===== config.mk =====
export PLATFORM = sky130hd
export DESIGN_NAME = mmio_arbiter
export DESIGN_NICKNAME = d
export VERILOG_FILES = /design/src/rtl/mmio_arbiter_pkg.sv /design/src/rtl/mmio_arbiter_rr_pick2.sv /design/src/rtl/mmio_arbiter.sv
export SDC_FILE = /design/constraint.sdc
export NUM_CORES = 1
export LEC_CHECK = 0
export ABC_AREA = 0
export CAP_MARGIN = 10
export CORE_MARGIN = 3
export CORE_UTILIZATION = 36
export DETAILED_ROUTE_END_ITERATION = 6
export PLACE_DENSITY = 0.77
export SYNTH_ARGS = -nofsm -noshare
export SYNTH_HDL_FRONTEND = slang
export SYNTH_SLANG_ARGS = --single-unit

===== constraint.sdc =====
create_clock -name i_clk -period 1.5 [get_ports i_clk]
set_input_delay 0.15 -clock i_clk [delete_from_list [all_inputs] [get_ports i_clk]]
set_output_delay 0.15 -clock i_clk [all_outputs]
set_load 0.005 [all_outputs]

===== src/rtl/mmio_arbiter_pkg.sv =====
// Shared types for the two-master MMIO arbiter: FSM state encoding and counter width.
package global_types;

  typedef enum logic [1:0] {IDLE, ACCESS, RESP} arb_state_t;

  localparam int TXN_CNT_W = 16;

endpackage


===== src/rtl/mmio_arbiter_rr_pick2.sv =====
// Combinational 2-way round-robin select: on a tie the master not granted last wins.
module rr_pick2 (
  input  logic [1:0] i_req,
  input  logic       i_last,
  output logic       o_winner,
  output logic       o_valid
);

  always_comb begin
    o_valid = |i_req;
    if (&i_req) o_winner = ~i_last;
    else        o_winner = i_req[1];
  end

endmodule


===== src/rtl/mmio_arbiter.sv =====
// Two-master MMIO arbiter: IDLE -> ACCESS -> RESP, one transaction per 2 cycles sustained.
// Optional bus locking is enabled with the ARB_LOCK_EN macro.
module mmio_arbiter
  import global_types::*;
#(
  parameter int DATA_W = 32,
  parameter int ADDR_W = 32
) (
  input  logic                 i_clk,
  input  logic                 i_rst_n,
  input  logic                 i_m0_req,
  input  logic                 i_m0_we,
  input  logic [ADDR_W-1:0]    i_m0_addr,
  input  logic [DATA_W-1:0]    i_m0_wd,
  input  logic                 i_m1_req,
  input  logic                 i_m1_we,
  input  logic [ADDR_W-1:0]    i_m1_addr,
  input  logic [DATA_W-1:0]    i_m1_wd,
`ifdef ARB_LOCK_EN
  input  logic                 i_m0_lock,
  input  logic                 i_m1_lock,
`endif
  output logic                 o_m0_gnt,
  output logic                 o_m1_gnt,
  output logic                 o_m0_ack,
  output logic                 o_m1_ack,
  output logic [DATA_W-1:0]    o_m0_rd,
  output logic [DATA_W-1:0]    o_m1_rd,
  output logic                 o_bus_we,
  output logic [ADDR_W-1:0]    o_bus_addr,
  output logic [DATA_W-1:0]    o_bus_wd,
  input  logic [DATA_W-1:0]    i_bus_rd,
  output logic                 o_busy,
  output logic [TXN_CNT_W-1:0] o_txn_count
);

  arb_state_t           r_state;
  logic                 r_last;
  logic                 r_owner;
  logic [1:0]           r_gnt;
  logic [1:0]           r_ack;
  logic [DATA_W-1:0]    r_m0_rd;
  logic [DATA_W-1:0]    r_m1_rd;
  logic                 r_bus_we;
  logic [ADDR_W-1:0]    r_bus_addr;
  logic [DATA_W-1:0]    r_bus_wd;
  logic                 r_busy;
  logic [TXN_CNT_W-1:0] r_txn_count;

  logic [1:0]           w_elig;
  logic                 w_winner;
  logic                 w_valid;

`ifdef ARB_LOCK_EN
  logic w_lock_own;
  // Only the owner's lock counts, and only at the RESP exit edge.
  always_comb begin
    w_lock_own = r_owner ? i_m1_lock : i_m0_lock;
    w_elig     = {i_m1_req, i_m0_req};
    if ((r_state == RESP) && w_lock_own)
      w_elig = r_owner ? {i_m1_req, 1'b0} : {1'b0, i_m0_req};
  end
`else
  always_comb w_elig = {i_m1_req, i_m0_req};
`endif

  rr_pick2 u_pick (
    .i_req    (w_elig),
    .i_last   (r_last),
    .o_winner (w_winner),
    .o_valid  (w_valid)
  );

  always_ff @(posedge i_clk or negedge i_rst_n) begin
    if (!i_rst_n) begin
      r_state     <= IDLE;
      r_last      <= 1'b1;
      r_owner     <= 1'b0;
      r_gnt       <= 2'b00;
      r_ack       <= 2'b00;
      r_m0_rd     <= '0;
      r_m1_rd     <= '0;
      r_bus_we    <= 1'b0;
      r_bus_addr  <= '0;
      r_bus_wd    <= '0;
      r_busy      <= 1'b0;
      r_txn_count <= '0;
    end else begin
      r_gnt   <= 2'b00;
      r_ack   <= 2'b00;
      r_m0_rd <= '0;
      r_m1_rd <= '0;
      case (r_state)
        IDLE, RESP: begin
          r_bus_we   <= 1'b0;
          r_bus_addr <= '0;
          r_bus_wd   <= '0;
          if (w_valid) begin
            r_state    <= ACCESS;
            r_owner    <= w_winner;
            r_last     <= w_winner;
            r_gnt      <= w_winner ? 2'b10 : 2'b01;
            r_bus_we   <= w_winner ? i_m1_we   : i_m0_we;
            r_bus_addr <= w_winner ? i_m1_addr : i_m0_addr;
            r_bus_wd   <= w_winner ? i_m1_wd   : i_m0_wd;
            r_busy     <= 1'b1;
          end else begin
            r_state <= IDLE;
            r_busy  <= 1'b0;
          end
        end
        ACCESS: begin
          r_state     <= RESP;
          r_busy      <= 1'b1;
          r_bus_we    <= 1'b0;
          r_bus_addr  <= '0;
          r_bus_wd    <= '0;
          r_ack       <= r_owner ? 2'b10 : 2'b01;
          r_txn_count <= r_txn_count + TXN_CNT_W'(1);
          if (!r_bus_we) begin
            if (r_owner) r_m1_rd <= i_bus_rd;
            else         r_m0_rd <= i_bus_rd;
          end
        end
        default: begin
          r_state <= IDLE;
          r_busy  <= 1'b0;
        end
      endcase
    end
  end

  assign o_m0_gnt    = r_gnt[0];
  assign o_m1_gnt    = r_gnt[1];
  assign o_m0_ack    = r_ack[0];
  assign o_m1_ack    = r_ack[1];
  assign o_m0_rd     = r_m0_rd;
  assign o_m1_rd     = r_m1_rd;
  assign o_bus_we    = r_bus_we;
  assign o_bus_addr  = r_bus_addr;
  assign o_bus_wd    = r_bus_wd;
  assign o_busy      = r_busy;
  assign o_txn_count = r_txn_count;

endmodule


==> results.sh <==
export IMPL_routed_via_density=4.558
export IMPL_dr_pass1_iters=4
export IMPL_period_needed_ps=1497
export IMPL_r2r_slack_ps=3
export IMPL_postLayoutCoreUtil=0.6432
export IMPL_p_per_area_mw_per_mm2=1140
export IMPL_grt_overflow=0
export IMPL_cts_tree="built"
export IMPL_synthXorXnorAreaFrac=0.02170
export IMPL_path_max_fanout=4
export IMPL_critPathKind="flop to flop"
export IMPL_antenna_found_initial=0
export IMPL_n_antenna_cell=0
export IMPL_post_dp_hpwl_um=13810
export IMPL_slew_limit_headroom=0.7625
export IMPL_crit_required_ps=1800
export IMPL_drcViolationCount=0
export IMPL_netlist_area_mm2=0.006053
export IMPL_cts_htree_levels=4
export IMPL_area_delta_synth_final_pct=71.85
export IMPL_ioPinCount=316
export IMPL_synthSimpleGateAreaFrac=0.1443
export IMPL_synthAdderAreaFrac=0.002067
export IMPL_nNetsFinal=1049
export IMPL_clock_root_buffer="clkbuf_16"
export IMPL_maxSlewViolCount=0
export IMPL_antenna_left=0
export IMPL_finClkSkew_ps=9.790
export IMPL_p_clk_frac=0.351
export IMPL_grt_pass1_vias=5216
export IMPL_grt_pass1_wl_um=28150
export IMPL_rows=46
export IMPL_tightest_slew_ps=356.2
export IMPL_fmax_ghz=0.6678
export IMPL_dieArea_mm2=0.01841
export IMPL_drive_above_1_share=0.09832
export IMPL_synth_compound_area_frac=0.05891
export IMPL_synthDistinctLibCells=31
export IMPL_report_final_setup_viol=0
export IMPL_clk_insertion_delay_late_ps=410
export IMPL_gp_congestion=0.7737
export IMPL_yosys_warnings=0
export IMPL_yosys_area_top_type="dfrtp_1"
export IMPL_grt_start_max_net_pins=48
export IMPL_cap_violations=0
export IMPL_cp_arrival_ps=1800
export IMPL_reg2reg_from="r_state[1]$_DFF_PN0_"
export IMPL_synth_top_family_by_area="simple AND/OR/NAND/NOR gates"
export IMPL_vdd_drop_max_uv=957.3
export IMPL_hold_slack_ps=205.3
export IMPL_synthMuxAreaShare=0.1075
export IMPL_drt_iter0_drc=125
export IMPL_p_leak_uw=0.004865
export IMPL_pwr_share_seq=0.410
export IMPL_dp_slack_ps=-189.4
export IMPL_wire_per_inst_um=16.54
export IMPL_synth_seq_cells=154
export IMPL_rsz0062_at_grt="true"
export IMPL_internal_power_uw=8657
export IMPL_critPathLaunchType="flop"
export IMPL_syn_inst=539
export IMPL_p_comb_frac=0.239
export IMPL_syn_nets=706
export IMPL_avgSynthCellArea_um2=11.23
export IMPL_p_switching_uw=3202
export IMPL_hold_viol=0
export IMPL_total_power_uw=11860
export IMPL_synth_top_cell_area_share=0.6325
export IMPL_grt_total_usage=0.1984
export IMPL_worst_slack_ps=2.560
export IMPL_rr_worst_depth=4
export IMPL_drt_total_wl_um=18380
export IMPL_outcome="finished clean"
export IMPL_clk_pin_slew_ps=60
export IMPL_initial_core_util=0.3743
export IMPL_fp_dieH_um=135.7
export IMPL_fp_dieW_um=135.7
export IMPL_fin_crit_sh=0.9983
export IMPL_portBuffers=315
export IMPL_synth_area_leaders="dfrtp_1, mux2i_1, o21ai_0"
export IMPL_hp_class="primary input to asynchronous set/reset pin"
export IMPL_cts_sinks=154
export IMPL_crit_path_end_kind="flop"
export IMPL_numCtsBuffers=17
export IMPL_vias=5064
export IMPL_clock_path_buffers=2
export IMPL_r2r_end="o_txn_count[15]$_DFFE_PN0P_"
export IMPL_core_area_mm2=0.01617
export IMPL_switching_share=0.2700
export IMPL_seq_area_frac_synth=0.6368
state kept, by name (all words and copies together), names as in the netlist:
| register | count |
|---|---|
| o_bus_addr | 32 |
| o_bus_wd | 32 |
| o_bus_we | 1 |
| o_busy | 1 |
| o_m0_rd | 32 |
| o_m1_rd | 32 |
| o_txn_count | 16 |
| r_ack | 2 |
| r_gnt | 2 |
| r_last | 1 |
| r_owner | 1 |
| r_state | 2 |
critical path: stages, from the launching register on:
cell	delay, ps
dfrtp_1	390
nand2b_4	170
nor4_4	310
or3b_1	390
xnor2_1	130
final cells by class:
cell class / instances / area [um2]
fill: 1268 / 5771
sequential: 154 / 3856
timing repair buffer: 356 / 3597
multi-input combinational: 346 / 2078
clock buffer: 18 / 439.2
tap: 216 / 270.3
clock inverter: 14 / 135.1
inverter: 7 / 26.28
power groups by stage:
| stage | logic (uW) | clock network, uW | registers, uW |
|---|---|---|---|
| 6_report | 2840 | 4160 | 4860 |
| 3_5_place_dp | 2900 | 0 | 4940 |
| 5_1_grt | 3070 | 4460 | 4920 |
| 2_1_floorplan | 877 | 0 | 4990 |
| 3_3_place_gp | 2860 | 0 | 4910 |
| 4_1_cts | 2880 | 4240 | 4870 |
synth_stat cells:
cell type / n
nand4_1: 3
ha_1: 1
clkbuf_4: 1
inv_1: 7
o21ai_0: 66
or3_1: 1
mux2i_1: 65
and4_1: 1
clkbuf_1: 23
buf_6: 1
and3_2: 1
xor2_1: 5
a21oi_1: 1
buf_4: 3
and2_2: 1
nand2_1: 76
xnor2_1: 10
dfstp_2: 1
and2_1: 1
nand3_1: 2
a31oi_1: 1
nor4_4: 1
nand3b_1: 1
buf_2: 4
a21boi_1: 1
or2_2: 2
dfrtp_1: 153
nor2_1: 71
nand2b_1: 33
a21o_1: 1
or3b_1: 1
per-layer routing:
metal	GRT usage	part of all wire
met5	0	0
met2	0.3570	0.52
met3	0.07392	0.086
met4	0.05319	0.013
met1	0.2205	0.38
cells in the final DEF, fill, tap and decap left out, drive strengths merged, types with 3 or more instances in the layout:
| cell | Yosys | routed |
|---|---|---|
| clkdlybuf4s50 | 0 | 285 |
| nand2b | 33 | 33 |
| nor2 | 71 | 71 |
| nand2 | 76 | 76 |
| dlymetal6s2s | 0 | 15 |
| inv | 7 | 13 |
| dlygate4sd2 | 0 | 14 |
| buf | 8 | 41 |
| xor2 | 5 | 5 |
| xnor2 | 10 | 10 |
| clkinv | 0 | 5 |
| o21ai | 66 | 66 |
| clkbuf | 24 | 18 |
| nand4 | 3 | 3 |
| dfrtp | 153 | 153 |
| mux2i | 65 | 65 |
cells by family (layout without fill, tap and decap cells):
logic type               Yosys count  in the layout
flip-flops                       154            154
multiplexers                      65             65
adder cells (fa/ha/maj)            1              1
XOR/XNOR                          15             15
AND/OR/NAND/NOR                  195            195
AO/OA/AOI/OAI                     70             70
buffers and inverters             39            395
how the worst max path moves through the flow:
stage | startpoint | endpoint | slack (ps) | cells past startpoint
floorplan | o_txn_count[0]$_DFFE_PN0P_ | o_txn_count[15]$_DFFE_PN0P_ | 10 | 4
global placement | i_m1_req | o_bus_wd[0]$_DFFE_PN0P_ | -130 | 5
detailed placement | i_m1_req | o_bus_wd[0]$_DFFE_PN0P_ | -190 | 5
CTS | o_bus_wd[27]$_DFFE_PN0P_ | o_bus_wd[27] | 0.5 | 1
global route | o_txn_count[1]$_DFFE_PN0P_ | o_txn_count[10]$_DFFE_PN0P_ | -60 | 5
finish | r_state[1]$_DFF_PN0_ | o_txn_count[15]$_DFFE_PN0P_ | 3 | 4
what timing repair did:
| item | in CTS | in global routing |
|---|---|---|
| setup endpoints to repair | 21 | 26 |
| setup buffers | 5 | 3 |
| gates resized for setup | 18 | 20 |
| endpoints found under the hold margin | 70 | 0 |
| pin swaps | 1 | 4 |
| hold buffers | 1 | 0 |
stage by stage:
step           instances  instance area, um2  TNS, ps
2_1_floorplan        539                6053        0
3_3_place_gp        1070                9706    -4629
3_5_place_dp        1070                9706    -8359
4_1_cts             1108               10320        0
5_1_grt             1111               10400   -220.4
6_report            1111               10400        0
Power figures use the tool's default switching activity.
